**src/rtl/float_pkg.sv**
```systemverilog
// Shared definitions for the parametrised floating-point datapath blocks:
// format helpers, operand class encoding and status flag bit positions.
package float_pkg;

   typedef enum logic [1:0] {
      CLS_ZERO = 2'd0,
      CLS_NORM = 2'd1,
      CLS_INF  = 2'd2,
      CLS_NAN  = 2'd3
   } fclass_e;

   localparam int FLAG_INVALID   = 2;
   localparam int FLAG_OVERFLOW  = 1;
   localparam int FLAG_UNDERFLOW = 0;

   function automatic int float_bias(input int exp_w);
      return (1 << (exp_w - 1)) - 1;
   endfunction

   function automatic int float_width(input int exp_w, input int man_w);
      return 1 + exp_w + man_w;
   endfunction

   // Canonical quiet NaN: positive, exponent all ones, mantissa MSB set.
   function automatic logic [63:0] float_qnan(input int exp_w, input int man_w);
      logic [63:0] v;
      v = '0;
      for (int i = 0; i < exp_w; i++) v[man_w + i] = 1'b1;
      v[man_w - 1] = 1'b1;
      return v;
   endfunction

endpackage

```
**src/rtl/float_norm_round.sv**
```systemverilog
// Combinational normalise and round-to-nearest-even of a raw mantissa
// product; shared between the multiplier and the planned adder.
module float_norm_round #(
   parameter int EXP_W = 5,
   parameter int MAN_W = 10
) (
   input  logic signed [EXP_W+1:0]   exp_i,
   input  logic        [2*MAN_W+1:0] man_i,
   output logic signed [EXP_W+1:0]   exp_o,
   output logic        [MAN_W-1:0]   man_o
);

   localparam int PW  = 2*MAN_W + 2;
   localparam int XW  = EXP_W + 2;
   localparam int MW1 = MAN_W + 1;
   localparam logic signed [XW-1:0] ONE_X = XW'(1);

   logic [PW-1:0]          shifted;
   logic signed [XW-1:0]   exp_n;
   logic [MAN_W-1:0]       mant;
   logic                   guard;
   logic                   sticky;
   logic                   round_up;
   logic                   carry;
   logic [MAN_W-1:0]       man_r;

   // NOTE: every signal written here gets a value on every path, so no latch is inferred.
   always_comb begin
      // Align so the hidden one always sits in the MSB.
      shifted  = man_i[PW-1] ? man_i : (man_i << 1);
      exp_n    = man_i[PW-1] ? (exp_i + ONE_X) : exp_i;
      mant     = shifted[PW-2 -: MAN_W];
      guard    = shifted[MAN_W];
      sticky   = |shifted[MAN_W-1:0];
      round_up = guard & (sticky | mant[0]);
      {carry, man_r} = {1'b0, mant} + MW1'(round_up);
      man_o    = man_r;
      exp_o    = carry ? (exp_n + ONE_X) : exp_n;
   end

endmodule

```
**src/rtl/float_mult_pipe.sv**
```systemverilog
// Three-stage pipelined floating-point multiplier (unpack/multiply,
// normalise/round, pack/special) with valid/ready flow control.
module float_mult_pipe
   import float_pkg::*;
#(
   parameter  int EXP_W = 5,
   parameter  int MAN_W = 10,
   localparam int W     = float_width(EXP_W, MAN_W)
) (
   input  logic         clk,
   input  logic         reset_n,
   input  logic         in_valid,
   output logic         in_ready,
   input  logic [W-1:0] float_a,
   input  logic [W-1:0] float_b,
   output logic         out_valid,
   input  logic         out_ready,
   output logic [W-1:0] product,
   output logic [2:0]   flags
);

   localparam int PW = 2*MAN_W + 2;
   localparam int XW = EXP_W + 2;
   localparam logic signed [XW-1:0] BIAS_X     = XW'(float_bias(EXP_W));
   localparam logic signed [XW-1:0] EXP_MAX_X  = XW'((1 << EXP_W) - 1);
   localparam logic signed [XW-1:0] EXP_ZERO_X = '0;
   localparam logic [W-1:0]         QNAN       = W'(float_qnan(EXP_W, MAN_W));

   function automatic fclass_e classify(input logic [EXP_W-1:0] e, input logic [MAN_W-1:0] m);
      if (e == '0) return CLS_ZERO;
      if (&e)      return (m == '0) ? CLS_INF : CLS_NAN;
      return CLS_NORM;
   endfunction

   // Pipeline occupancy and load enables
   logic s1_valid_q, s2_valid_q, s3_valid_q;
   logic ld1, ld2, ld3;

   assign ld3      = !s3_valid_q | out_ready;
   assign ld2      = !s2_valid_q | ld3;
   assign ld1      = !s1_valid_q | ld2;
   assign in_ready = ld1;

   // NOTE: sequential state uses non-blocking assignments so every stage samples pre-edge values.
   always_ff @(posedge clk or negedge reset_n) begin
      if (!reset_n) begin
         s1_valid_q <= 1'b0;
         s2_valid_q <= 1'b0;
         s3_valid_q <= 1'b0;
      end else begin
         if (ld1) s1_valid_q <= in_valid;
         if (ld2) s2_valid_q <= s1_valid_q;
         if (ld3) s3_valid_q <= s2_valid_q;
      end
   end

   // Stage 1: unpack, classify, exponent sum, mantissa product
   logic                 s1_sign_d;
   logic signed [XW-1:0] s1_exp_d;
   logic [PW-1:0]        s1_man_d;
   fclass_e              s1_cls_a_d, s1_cls_b_d;

   assign s1_sign_d  = float_a[W-1] ^ float_b[W-1];
   assign s1_exp_d   = XW'(float_a[W-2 -: EXP_W]) + XW'(float_b[W-2 -: EXP_W]) - BIAS_X;
   assign s1_man_d   = PW'({1'b1, float_a[MAN_W-1:0]}) * PW'({1'b1, float_b[MAN_W-1:0]});
   assign s1_cls_a_d = classify(float_a[W-2 -: EXP_W], float_a[MAN_W-1:0]);
   assign s1_cls_b_d = classify(float_b[W-2 -: EXP_W], float_b[MAN_W-1:0]);

   logic                 s1_sign_q;
   logic signed [XW-1:0] s1_exp_q;
   logic [PW-1:0]        s1_man_q;
   fclass_e              s1_cls_a_q, s1_cls_b_q;

   // NOTE: datapath registers carry no reset; only the valid bits decide what is live.
   always_ff @(posedge clk) begin
      if (ld1 && in_valid) begin
         s1_sign_q  <= s1_sign_d;
         s1_exp_q   <= s1_exp_d;
         s1_man_q   <= s1_man_d;
         s1_cls_a_q <= s1_cls_a_d;
         s1_cls_b_q <= s1_cls_b_d;
      end
   end

   // Stage 2: normalise and round
   logic signed [XW-1:0] nr_exp;
   logic [MAN_W-1:0]     nr_man;

   float_norm_round #(
      .EXP_W (EXP_W),
      .MAN_W (MAN_W)
   ) u_norm_round (
      .exp_i (s1_exp_q),
      .man_i (s1_man_q),
      .exp_o (nr_exp),
      .man_o (nr_man)
   );

   logic                 s2_sign_q;
   logic signed [XW-1:0] s2_exp_q;
   logic [MAN_W-1:0]     s2_man_q;
   fclass_e              s2_cls_a_q, s2_cls_b_q;

   always_ff @(posedge clk) begin
      if (ld2 && s1_valid_q) begin
         s2_sign_q  <= s1_sign_q;
         s2_exp_q   <= nr_exp;
         s2_man_q   <= nr_man;
         s2_cls_a_q <= s1_cls_a_q;
         s2_cls_b_q <= s1_cls_b_q;
      end
   end

   // Stage 3: special values, range checks, pack
   logic [W-1:0] pack_d;
   logic [2:0]   flags_d;
   logic         nan_any, inf_any, zero_any;

   always_comb begin
      nan_any  = (s2_cls_a_q == CLS_NAN)  || (s2_cls_b_q == CLS_NAN);
      inf_any  = (s2_cls_a_q == CLS_INF)  || (s2_cls_b_q == CLS_INF);
      zero_any = (s2_cls_a_q == CLS_ZERO) || (s2_cls_b_q == CLS_ZERO);
      pack_d   = {s2_sign_q, s2_exp_q[EXP_W-1:0], s2_man_q};
      flags_d  = '0;
      if (nan_any || (inf_any && zero_any)) begin
         pack_d                = QNAN;
         flags_d[FLAG_INVALID] = 1'b1;
      end else if (inf_any) begin
         pack_d = {s2_sign_q, {EXP_W{1'b1}}, {MAN_W{1'b0}}};
      end else if (zero_any) begin
         pack_d = {s2_sign_q, {(W-1){1'b0}}};
      end else if (s2_exp_q >= EXP_MAX_X) begin
         pack_d                 = {s2_sign_q, {EXP_W{1'b1}}, {MAN_W{1'b0}}};
         flags_d[FLAG_OVERFLOW] = 1'b1;
      end else if (s2_exp_q <= EXP_ZERO_X) begin
         pack_d                  = {s2_sign_q, {(W-1){1'b0}}};
         flags_d[FLAG_UNDERFLOW] = 1'b1;
      end
   end

   // Output register is cleared so the idle bus reads zero after reset.
   logic [W-1:0] product_q;
   logic [2:0]   flags_q;

   always_ff @(posedge clk or negedge reset_n) begin
      if (!reset_n) begin
         product_q <= '0;
         flags_q   <= '0;
      end else if (ld3 && s2_valid_q) begin
         product_q <= pack_d;
         flags_q   <= flags_d;
      end
   end

   assign out_valid = s3_valid_q;
   assign product   = product_q;
   assign flags     = flags_q;

endmodule

```
**config.mk**
```make
export PLATFORM = sky130hd
export DESIGN_NAME = float_mult_pipe
export DESIGN_NICKNAME = d
export VERILOG_FILES = /design/src/rtl/float_pkg.sv /design/src/rtl/float_norm_round.sv /design/src/rtl/float_mult_pipe.sv
export SDC_FILE = /design/constraint.sdc
export NUM_CORES = 1
export LEC_CHECK = 0
export BUFFER_PORTS_ARGS = -buffer_cell sky130_fd_sc_hd__buf_2
export CORE_ASPECT_RATIO = 1.4
export CORE_MARGIN = 1
export CORE_UTILIZATION = 45
export DETAILED_ROUTE_END_ITERATION = 10
export REMOVE_ABC_BUFFERS = 1
export SYNTH_ARGS = -nofsm -noshare
export SYNTH_HDL_FRONTEND = slang
export SYNTH_HIERARCHICAL = 1
export SYNTH_SLANG_ARGS = --single-unit
```
**constraint.sdc**
```tcl
create_clock -name clk -period 7.64 [get_ports clk]
set_input_delay 0.382 -clock clk [delete_from_list [all_inputs] [get_ports clk]]
set_output_delay 0.382 -clock clk [all_outputs]
set_load 0.05 [all_outputs]
```
==> metrics.csv, run 1 <==
stage,metric,value,unit
power_and_ir_drop,power_leakage,4.12,nW
cts,ctsHoldBuffers,0,
sta,grt_setup_unrepaired,false,
grt,busiest_layer,met2,
finish,num-fill-cells,1642,
sta,setup_slack,2740,ps
synthesis,synth_cells,816,
grt,grt_pass1_vias,5620,
sta,period_needed,4900,ps
cts,cts_tree,done,
power_and_ir_drop,ir_worst_vdd,0.000191,V
setup_path,cp_slowest_stage_delay,550,ps
sta,period_share,0.642,
routing,drt-pass1-iter-count,6,
grt,overflow,0,
cts,clkLatencyLatePin,320,ps
grt,grt_pass1_wl,26300,µm
cts,post_cts_buffers,0,
synthesis,synthesis.area,0.00796,mm²
finish,final_common_cell,inv_1,
routing,postRouteAntennaNets,0,
synthesis,synth-async-reset-ratio,0.282,
cts,ctsResizeCount,0,
placement,dp_hpwl,12600,µm
grt,grtUsageMet1,0.212,
routing,wire_per_inst,13.9,µm
setup_path,setup.worst_path.start_class,input port,
die,initial_utilization,0.459,
setup_path,crit_path_end_kind,register,
setup_path,crit_type,in -> reg,
routing,first_iter_violations,300,
hold_path,hold_class,in -> async,
routing,drcViolationCount,0,
grt,grt_max_degree,35,
synthesis,synth-seq-cells,78,
routing,wl,15200,µm
power_and_ir_drop,p_total,3.20,mW
setup_path,crit_path_max_fanout,10,
synthesis,ys_warn_count,6,
synthesis,synth.distinct_cells,66,
sta,finalSetupViolations,0,
grt,grtUsageTotal,0.180,
cts,cts_buffer_depth,2,
grt,use_met2,0.337,
die,ios,57,
synthesis,synth_top_flop_cell,edfxtp_1,
placement,pre_cts_slack,2400,ps
setup_path,worstPathArrival,5010,ps
sta,worstMarginPinSlew,924,ps
die,die_width,114,µm
finish,syn2layout_area_growth,9.02,%
sta,timing.fmax,204,MHz
run_status,status,completed,
synthesis,synth_seq_area_share,0.280,
cts,cts.clk_slew.worst_paths,50,ps
finish,diodes,0,
setup_path,required,7740,ps
cts,htreeDepth,3,
grt,antenna_found_initial,0,
finish,layout.nets,1039,
finish,final_cell_mix,"143 x inv_1, 91 x nand2_1, 81 x fa_1",
placement,port_buffers,56,
run,drv_cap,0,
die,num_rows,57,
power_and_ir_drop,power_density,368,mW/mm²
cts,numCtsBuffers,9,
die,dieArea,0.0182,mm²
die,core_area,0.0173,mm²
cts,root_buffer,clkbuf_16,
die,chipHeight,159,µm
routing,vias,5551,
routing,drt-vias-per-instance,5.08,
sta,drv_slew,0,
finish,drive_gt1_frac,0.111,
sta,final_hold_viol_count,0,
grt,groute.layer.met3.usage,0.0183,
synthesis,synth.avg_cell_area,9.76,µm²
setup_path,cp_slowest_cell,fa_1,
setup_path,crit_path_cell_trace,buf_2 -> inv_1 -> nor2_1 -> fa_1 -> inv_1 -> fa_1 -> inv_1 -> fa_1 -> fa_1 -> inv_1 -> fa_1 -> inv_1 -> ha_1 -> and2_1 -> nand4_1 -> a21oi_2 -> nor4b_1 -> nor4b_1,
cts,clock_sinks,78,
sta,skew,4.27,ps
placement,place.gp.congestion,0.816,
sta,setup_tns,0,ps
synthesis,synth-edff-count,56,
setup_path,rrSetupSlack,5000,ps
sta,relSlewSlack,0.384,
==> layout make-up <==
cell class,instances,area [µm²],area share
Clock inverter,3,17.5,0.00202
Inverter,143,537,0.0618
Sequential cell,78,2230,0.257
Timing Repair Buffer,58,295,0.0340
Clock buffer,13,262,0.0301
Tap cell,236,295,0.0340
Multi-Input combinational cell,561,5040,0.581
==> cells in the mapped netlist (6+ instances only) <==
| master | n | area (µm²) |
|---|---|---|
| nor3_1 | 8 | 40.0 |
| inv_1 | 143 | 537 |
| mux2i_1 | 11 | 110 |
| nand2_1 | 91 | 342 |
| buf_2 | 7 | 35.0 |
| dfrtp_1 | 22 | 551 |
| o22ai_1 | 6 | 37.5 |
| o21ai_0 | 15 | 75.1 |
| a21o_1 | 12 | 90.1 |
| nand2b_1 | 8 | 50.1 |
| clkbuf_1 | 24 | 90.1 |
| xnor2_1 | 20 | 175 |
| fa_1 | 81 | 1620 |
| edfxtp_1 | 56 | 1680 |
| a21oi_1 | 23 | 115 |
| nand3_1 | 18 | 90.1 |
| xor2_1 | 11 | 96.3 |
| a22o_1 | 9 | 78.8 |
| nor2_1 | 38 | 143 |
| ha_1 | 71 | 888 |
| and2_1 | 44 | 275 |
==> metrics by stage <==
stage / utilization / cell area, µm² / std cells / hold slack [ps]
after floorplan: - / 7810 / 782 / 86.4
after CTS: 0.501 / 8680 / 1092 / 7.43
after global routing: 0.501 / 8680 / 1092 / 31.3
final: 0.501 / 8680 / 1092 / 3.35
after detailed placement: 0.485 / 8400 / 1076 / 358
after global placement: 0.485 / 8400 / 1076 / 360
==> state kept, by name, summed over array words and instances, names as in the netlist <==
name        count
s1_man_q       22
product        16
s2_man_q       10
s1_exp_q        7
s2_exp_q        7
flags           3
s1_cls_a_q      2
s1_cls_b_q      2
s2_cls_a_q      2
s2_cls_b_q      2
out_valid       1
s1_sign_q       1
s1_valid_q      1
s2_sign_q       1
s2_valid_q      1
==> report_power, final <==
part / internal [mW] / total [mW] / switching (mW)
registers: 0.661 / 0.747 / 0.0854
clock network: 0.239 / 0.387 / 0.148
logic: 0.873 / 2.07 / 1.19
total: 1.77 / 3.20 / 1.43
==> cell families after synthesis <==
group | synth area share
AND/OR/NAND/NOR | 0.166
buffers and inverters | 0.0864
XOR/XNOR | 0.0371
AO/OA/AOI/OAI | 0.0932
adder cells (fa/ha/maj) | 0.315
flip-flops | 0.280
multiplexers | 0.0214
==> worst max-delay path: cells and delay by family <==
kind / cells / cell delay [ps]
buf+inv: 6 / 550
simple gates: 5 / 870
fa+ha+maj: 6 / 2910
compound gates: 1 / 290
==> worst paths after layout <==
path,depth (start not counted),end,start
worst min register to register,0,s2_cls_b_q[0],s1_cls_b_q[0]
min in group clk,2,s1_valid_q,in_valid
worst max register to register,9,s2_exp_q[4],s1_man_q[21]
max in group asynchronous,1,product[3],reset_n
worst max-delay path,18,s1_man_q[20],float_a[3]
worst min-delay path,1,product[10],reset_n
==> layer usage <==
metal	part of all wire	wire (µm)	up-vias
met5	0	0	-
met1	0.43	6480	2670
met4	0.019	282	0
met2	0.53	8090	111
met3	0.023	344	20
li1	-	-	2750
Power figures use the tool's default switching activity.
==> inputs of run 2 (changes only) <==
--- a/config.mk
+++ b/config.mk
@@ -5,6 +5,7 @@
 export SDC_FILE = /design/constraint.sdc
 export NUM_CORES = 1
 export LEC_CHECK = 0
+export ABC_AREA = 1
 export BUFFER_PORTS_ARGS = -buffer_cell sky130_fd_sc_hd__buf_2
 export CORE_ASPECT_RATIO = 1.4
 export CORE_MARGIN = 1
==> constraint.sdc (replaced) <==
create_clock -name clk -period 4.3 [get_ports clk]
set_input_delay 0.215 -clock clk [delete_from_list [all_inputs] [get_ports clk]]
set_output_delay 0.215 -clock clk [all_outputs]
set_load 0.05 [all_outputs]
==> run 2 against run 1 <==
  * Non-clock buffer count up 49
  * Core utilization up 3.5 points
  * Global-route usage down 0.11 points
  * Critical path depth up 1
  * Count of clock-buffer cells in the layout down 2
  * Combinational power up 100%
  * Setup slack worse by 2600 ps
  * Die area up 1.1%
  * Synthesized cell count up 21%
  * Sequential share of layout area down 1.8 points
  * Clock power up 81%
  * Cell count up 21%
  * Critical endpoint is now s1_man_q[17]
  * Highest routed layer unchanged
==> metrics.csv, run 2 <==
stage,metric,value,unit,change
cts,htreeDepth,3,,unchanged
synthesis,synth_area_leaders,"edfxtp_1 21%, fa_1 20%, nand2_1 13%, inv_1 11%, ha_1 11%",,
power_and_ir_drop,power_density,672,mW/mm²,+82%
grt,grt_max_degree,35,,unchanged
cts,post_cts_buffers,0,,unchanged
cts,cts_tree,done,,
finish,largest_reg_flops,22,,unchanged
run_status,status,completed,,
routing,wire_per_inst,11.6,µm,-16%
placement,pre_cts_slack,-292,ps,-2700 ps
finish,final_common_cell,nand2_1,,
run,drv_cap,0,,unchanged
synthesis,yosysMostFrequentCell,nand2_1,,
setup_path,required,4380,ps,-3360 ps
routing,first_iter_violations,223,,-26%
synthesis,synth.distinct_cells,37,,-44%
setup_path,crit_path_end_kind,register,,
finish,regMostFlops,s1_man_q,,
die,chipHeight,160,µm,+0.57%
synthesis,synth_top_flop_cell,edfxtp_1,,
cts,root_buffer,clkbuf_16,,
cts,clkLatencyLatePin,330,ps,about the same
synthesis,synth-async-reset-ratio,0.282,,unchanged
placement,port_buffers,56,,unchanged
setup_path,crit_type,in -> reg,,
finish,layout.nets,1266,,+22%
sta,setup_slack,131,ps,-2610 ps
synthesis,synth_commonest_cells,"281 x nand2_1, 242 x inv_1, 81 x fa_1",,
setup_path,r2r-start,s1_man_q[21],,
setup_path,cp-startpoint,float_a[2],,
routing,wl,15300,µm,+0.88%
sta,drv_slew,0,,unchanged
routing,wl_met2,8720,µm,+7.8%
synthesis,synth-edff-count,56,,unchanged
die,ios,57,,unchanged
grt,overflow,0,,unchanged
routing,wl_met1,5960,µm,-8.1%
synthesis,synth.avg_cell_area,8.18,µm²,-16%
finish,drive_gt1_frac,0.155,,+0.0441
finish,final_core_util,0.536,,+0.0346
routing,wl_met3,252,µm,-27%
cts,cts.clk_slew.worst_paths,60,ps,about the same
cts,clock_sinks,78,,unchanged
die,num_rows,57,,unchanged
placement,place.gp.congestion,0.814,,-0.22%
synthesis,synth-seq-cells,78,,unchanged
sta,final_hold_viol_count,0,,unchanged
sta,period_needed,4170,ps,
routing,top_layer,met4,,
routing,drcViolationCount,0,,unchanged
cts,numCtsBuffers,9,,unchanged
sta,timing.fmax,240,MHz,
synthesis,synthesis.area,0.00806,mm²,+1.2%
setup_path,crit_end,s1_man_q[17],,
die,die_width,115,µm,+0.57%
die,dieArea,0.0184,mm²,+1.1%
sta,skew,5.72,ps,+1.46 ps
sta,relSlewSlack,0.455,,+0.0714
finish,diodes,0,,unchanged
grt,grt_pass1_vias,6039,,+7.5%
die,initial_utilization,0.463,,+0.00344
setup_path,reg2reg_to,s2_exp_q[4],,
sta,finalSetupViolations,0,,unchanged
grt,grtUsageTotal,0.179,,-0.00111
synthesis,synth_top_cell_by_area,edfxtp_1,,
sta,worstMarginPinSlew,817,ps,-107 ps
finish,syn2layout_area_growth,15.7,%,
routing,drt-vias-per-instance,4.65,,-8.5%
routing,drt-pass1-iter-count,6,,unchanged
setup_path,setup.worst_path.start_class,input port,,
setup_path,rr_worst_depth,9,,unchanged
setup_path,rrSetupSlack,1770,ps,-3230 ps
sta,period_share,0.970,,
power_and_ir_drop,power_leakage,5.18,nW,+26%
sta,setup_tns,0,ps,unchanged
setup_path,worstPathArrival,4250,ps,-760 ps
finish,final_cell_mix,"278 x nand2_1, 242 x inv_1, 81 x fa_1",,
power_and_ir_drop,ir_worst_vdd,0.000459,V,+140%
synthesis,ys_warn_count,6,,unchanged
synthesis,synth_cells,985,,+21%
sta,timing.hold.ws,120,ps,+117 ps
cts,cts_buffer_depth,2,,unchanged
placement,dp_hpwl,13400,µm,+6.3%
synthesis,synth_top_area_frac,0.209,,-0.00243
synthesis,synth_seq_area_share,0.277,,-0.00322
routing,vias,6137,,+11%
setup_path,crit_path_max_fanout,6,,-4
die,core_area,0.0174,mm²,+0.41%
grt,antenna_found_initial,0,,unchanged
sta,grt_setup_unrepaired,true,,
hold_path,hold_class,in -> reg,,
routing,postRouteAntennaNets,0,,unchanged
grt,grt_pass1_wl,26300,µm,about the same
run 2: cell count changes after synthesis, moves of 6 or more:
cell	before	now
nand2_1	91	281
inv_1	143	242
and2_1	44	3
nand3_1	18	41
xnor2_1	20	7
a21o_1	12	1
mux2i_1	11	0
a22o_1	9	0
nand2b_1	8	0
xor2_1	11	18
inv_2	0	6
o22ai_1	6	0
run 2: metrics by stage:
step | cell area [µm²] | cells | total power, mW
2_1_floorplan | 7940 | 960 | 4.15
3_3_place_gp | 8900 | 1302 | 5.19
3_5_place_dp | 8900 | 1302 | 5.26
4_1_cts | 9200 | 1319 | 5.99
5_1_grt | 9320 | 1319 | 6.96
6_report | 9320 | 1319 | 6.26
run 2: power by group:
| part | internal [mW] | switching (mW) | total [mW] |
|---|---|---|---|
| combinational | 1.69 | 2.53 | 4.22 |
| clock | 0.424 | 0.276 | 0.700 |
| sequential | 1.23 | 0.119 | 1.34 |
| total | 3.34 | 2.92 | 6.26 |
run 2: worst max-delay path, stage by stage:
cell and delay (ps):
buf_2 170, nand2_1 100, fa_1 510, inv_1 60, fa_1 500, fa_1 510, fa_1 540, inv_1 50
fa_1 520, inv_1 60, ha_4 260, nand2_1 100, inv_1 90, a21oi_2 160, nand3_2 140, nand2_1 100
nand2_1 50, nand2_1 50, nand2_1 50
run 2: worst min-delay path by stage:
stage / from / end / slack [ps] / cells after the start
finish: in_valid / s1_valid_q / 120 / 3
global route: in_valid / s1_valid_q / 160 / 3
CTS: in_valid / s1_valid_q / 110 / 3
detailed placement: reset_n / product[14] / 200 / 1
global placement: reset_n / product[10] / 200 / 1
floorplan: reset_n / flags[0] / -80 / 0
run 2: area by class of cell:
type                            count  area, µm²
Clock buffer                       11        254
Fill cell                        1725       8080
Multi-Input combinational cell    634       4890
Tap cell                          236        295
Clock inverter                      5       33.8
Sequential cell                    78       2230
Timing Repair Buffer              107        678
Inverter                          248        931
run 2: metal layers:
layer / GRT usage / up-vias
li1: - / 3145
met1: 0.189 / 2890
met2: 0.356 / 80
met3: 0.0174 / 22
met4: 0.0673 / 0
met5: 0 / -
run 2: cells by family (layout without fill, tap and decap cells):
logic type      count (synthesis)  in the layout  share of synthesized area
simple gates                  406            406                      0.215
buf+inv                       273            371                      0.130
fa+ha+maj                     152            152                      0.312
flops                          78             78                      0.277
compound gates                 51             51                     0.0391
xor+xnor                       25             25                     0.0272
run 2: what timing repair did:
item | in CTS | in global routing
endpoints found under the hold margin | 22 | 0
gates resized for setup | 0 | 20
hold buffers | 1 | 0
endpoints found under the setup margin | 0 | 10
==> inputs of run 3 (changes only) <==
--- a/config.mk
+++ b/config.mk
@@ -11,6 +11,7 @@
 export CORE_MARGIN = 1
 export CORE_UTILIZATION = 45
 export DETAILED_ROUTE_END_ITERATION = 10
+export RECOVER_POWER = 100
 export REMOVE_ABC_BUFFERS = 1
 export SYNTH_ARGS = -nofsm -noshare
 export SYNTH_HDL_FRONTEND = slang
==> run 3 against run 2 <==
  * The run now ends with capacitance limit, slew limit left
  * Via count shrank 0.21%
  * Critical path depth unchanged
  * Combinational power decreased by 1%
  * Power is 0.91% lower
  * Sequential share of layout area up 0.27 points
  * Cell count unchanged
  * Clock skew shrank 0.88 ps
  * Design area shrank 1.1%
==> metrics.csv, run 3 (same netlist as run 2, synthesis figures left out) <==
stage,metric,value,unit,change
die,core_area,0.0174,mm²,unchanged
routing,wl,15400,µm,+0.57%
setup_path,cp.depth,19,,unchanged
placement,port_buffers,56,,unchanged
grt,grt_pass1_wl,26300,µm,unchanged
sta,timing.fmax,239,MHz,-0.35%
setup_path,worstPathArrival,4260,ps,about the same
cts,clkLatencyLatePin,330,ps,about the same
setup_path,reg2reg_to,s2_exp_q[2],,
routing,first_iter_violations,200,,-10%
setup_path,setup.worst_path.start_class,input port,,
finish,diodes,0,,unchanged
finish,syn2layout_area_growth,14.4,%,
sta,timing.hold.ws,121,ps,+0.767 ps
run_status,status,finished with violations,,
sta,relSlewSlack,-0.159,,-0.615
finish,final_cell_mix,"279 x nand2_1, 244 x inv_1, 81 x fa_1",,
power_and_ir_drop,ir_worst_vdd,0.000458,V,-0.20%
die,die_width,115,µm,unchanged
setup_path,cp_slowest_stage_delay,540,ps,about the same
power_and_ir_drop,power_leakage,5.05,nW,-2.5%
sta,drv_slew,35,,+35
finish,layout.nets,1266,,unchanged
power_and_ir_drop,power_density,674,mW/mm²,+0.20%
routing,drt-pass1-iter-count,7,,+1
setup_path,crit_path_max_fanout,6,,unchanged
cts,cts.clk_slew.worst_paths,50,ps,about the same
grt,grtUsageTotal,0.179,,unchanged
die,num_rows,57,,unchanged
setup_path,rr_worst_depth,9,,unchanged
cts,post_cts_buffers,0,,unchanged
routing,postRouteAntennaNets,0,,unchanged
grt,antenna_found_initial,0,,unchanged
placement,dp_hpwl,13400,µm,unchanged
die,initial_utilization,0.463,,unchanged
setup_path,crit_family,adder cells,,
grt,overflow,0,,unchanged
setup_path,cp_common_cell,nand2_1,,
setup_path,required,4380,ps,about the same
cts,clock_sinks,78,,unchanged
finish,regMostFlops,s1_man_q,,
setup_path,r2r-start,s1_man_q[21],,
run_status,violations,"capacitance limit, slew limit",,
grt,grt_max_degree,35,,unchanged
finish,drive_gt1_frac,0.120,,-0.0351
die,chipHeight,160,µm,unchanged
setup_path,crit_end,s1_man_q[17],,
cts,htreeDepth,3,,unchanged
grt,grt_pass1_vias,6039,,unchanged
finish,largest_reg_flops,22,,unchanged
run,drv_cap,1,,+1
setup_path,crit_path_cell_trace,clkbuf_2 -> nand2_1 -> fa_1 -> inv_1 -> fa_1 -> fa_1 -> fa_1 -> inv_1 -> fa_1 -> inv_1 -> ha_4 -> nand2_1 -> inv_1 -> a21oi_2 -> nand3_2 -> nand2_1 -> nand2_1 -> nand2_1 -> nand2_1,,
routing,drt-vias-per-instance,4.64,,-0.21%
cts,cts_buffer_depth,2,,unchanged
setup_path,cp_slowest_cell,fa_1,,
hold_path,hp-start,in_valid,,
routing,drcViolationCount,0,,unchanged
sta,final_hold_viol_count,0,,unchanged
finish,final_core_util,0.530,,-0.00597
finish,final_common_cell,nand2_1,,
sta,finalSetupViolations,0,,unchanged
sta,period_needed,4180,ps,+14.4 ps
cts,numCtsBuffers,9,,unchanged
routing,wire_per_inst,11.7,µm,+0.57%
sta,worstMarginPinSlew,1740,ps,+922 ps
power_and_ir_drop,p_total,6.21,mW,-0.91%
die,ios,57,,unchanged
die,dieArea,0.0184,mm²,unchanged
placement,place.gp.congestion,0.814,,unchanged
setup_path,crit_path_end_kind,register,,
sta,grt_setup_unrepaired,true,,
routing,vias,6124,,-0.21%
cts,cts_tree,done,,
setup_path,crit_type,in -> reg,,
sta,skew,4.84,ps,-0.879 ps
hold_path,hold_class,in -> reg,,
setup_path,rrSetupSlack,1120,ps,-650 ps
setup_path,path_buf_inv,5,,unchanged
sta,period_share,0.973,,+0.00336
cts,root_buffer,clkbuf_16,,
setup_path,cp-startpoint,float_a[2],,
run 3: cell types whose count changed in the layout (fill, tap and decap cells not counted), moves of 2 or more:
cell and delta:
nor2_1 +4, clkbuf_1 +28, buf_4 -2, nor2_4 -3, buf_2 -27, inv_2 -3
inv_1 +2
run 3: worst min path at each step:
| stage | to | slack (ps) | depth (start not counted) |
|---|---|---|---|
| floorplan | flags[0] | -80 | 0 |
| global placement | product[10] | 200 | 1 |
| detailed placement | product[14] | 200 | 1 |
| CTS | s1_valid_q | 110 | 3 |
| global route | s1_valid_q | 160 | 3 |
| finish | s1_valid_q | 120 | 3 |
run 3: worst min-delay path: cells and delay by family:
family                 cells  cell delay [ps]
buffers and inverters      1               70
and+or+nand+nor            2              120
run 3: power by group:
group          switching (mW)  total (mW)  internal (mW)
sequential              0.120        1.35           1.23
clock                   0.276       0.700          0.424
combinational            2.50        4.16           1.66
total                    2.89        6.21           3.31
run 3: layer usage:
metal,GRT usage,share of wire,up-vias
met5,0,0,-
met4,0.0673,0.026,0
met3,0.0174,0.018,22
met2,0.356,0.57,84
met1,0.189,0.39,2871
li1,-,-,3147
run 3: stage by stage:
stage | cells | TNS, ps | setup WS [ps] | cell area, µm²
global route | 1319 | -176 | -56.2 | 9220
CTS | 1319 | 0 | 59.5 | 9200
detailed placement | 1302 | -2550 | -292 | 8900
finish | 1319 | 0 | 116 | 9220
global placement | 1302 | -2040 | -235 | 8900
floorplan | 960 | 0 | 60.8 | 7940
run 3: final cells by class:
type	count	area [µm²]
multi-input cells	634	4830
inverters	248	931
repair buffers	107	638
clock buffers	11	254
well taps	236	295
fillers	1755	8190
clock inverters	5	33.8
flip-flops and latches	78	2230
run 3: timing repair:
item | in CTS | in global routing
setup endpoints to repair | 0 | 10
endpoints found under the hold margin | 22 | 0
gates resized for setup | 0 | 20
hold buffers | 1 | 0
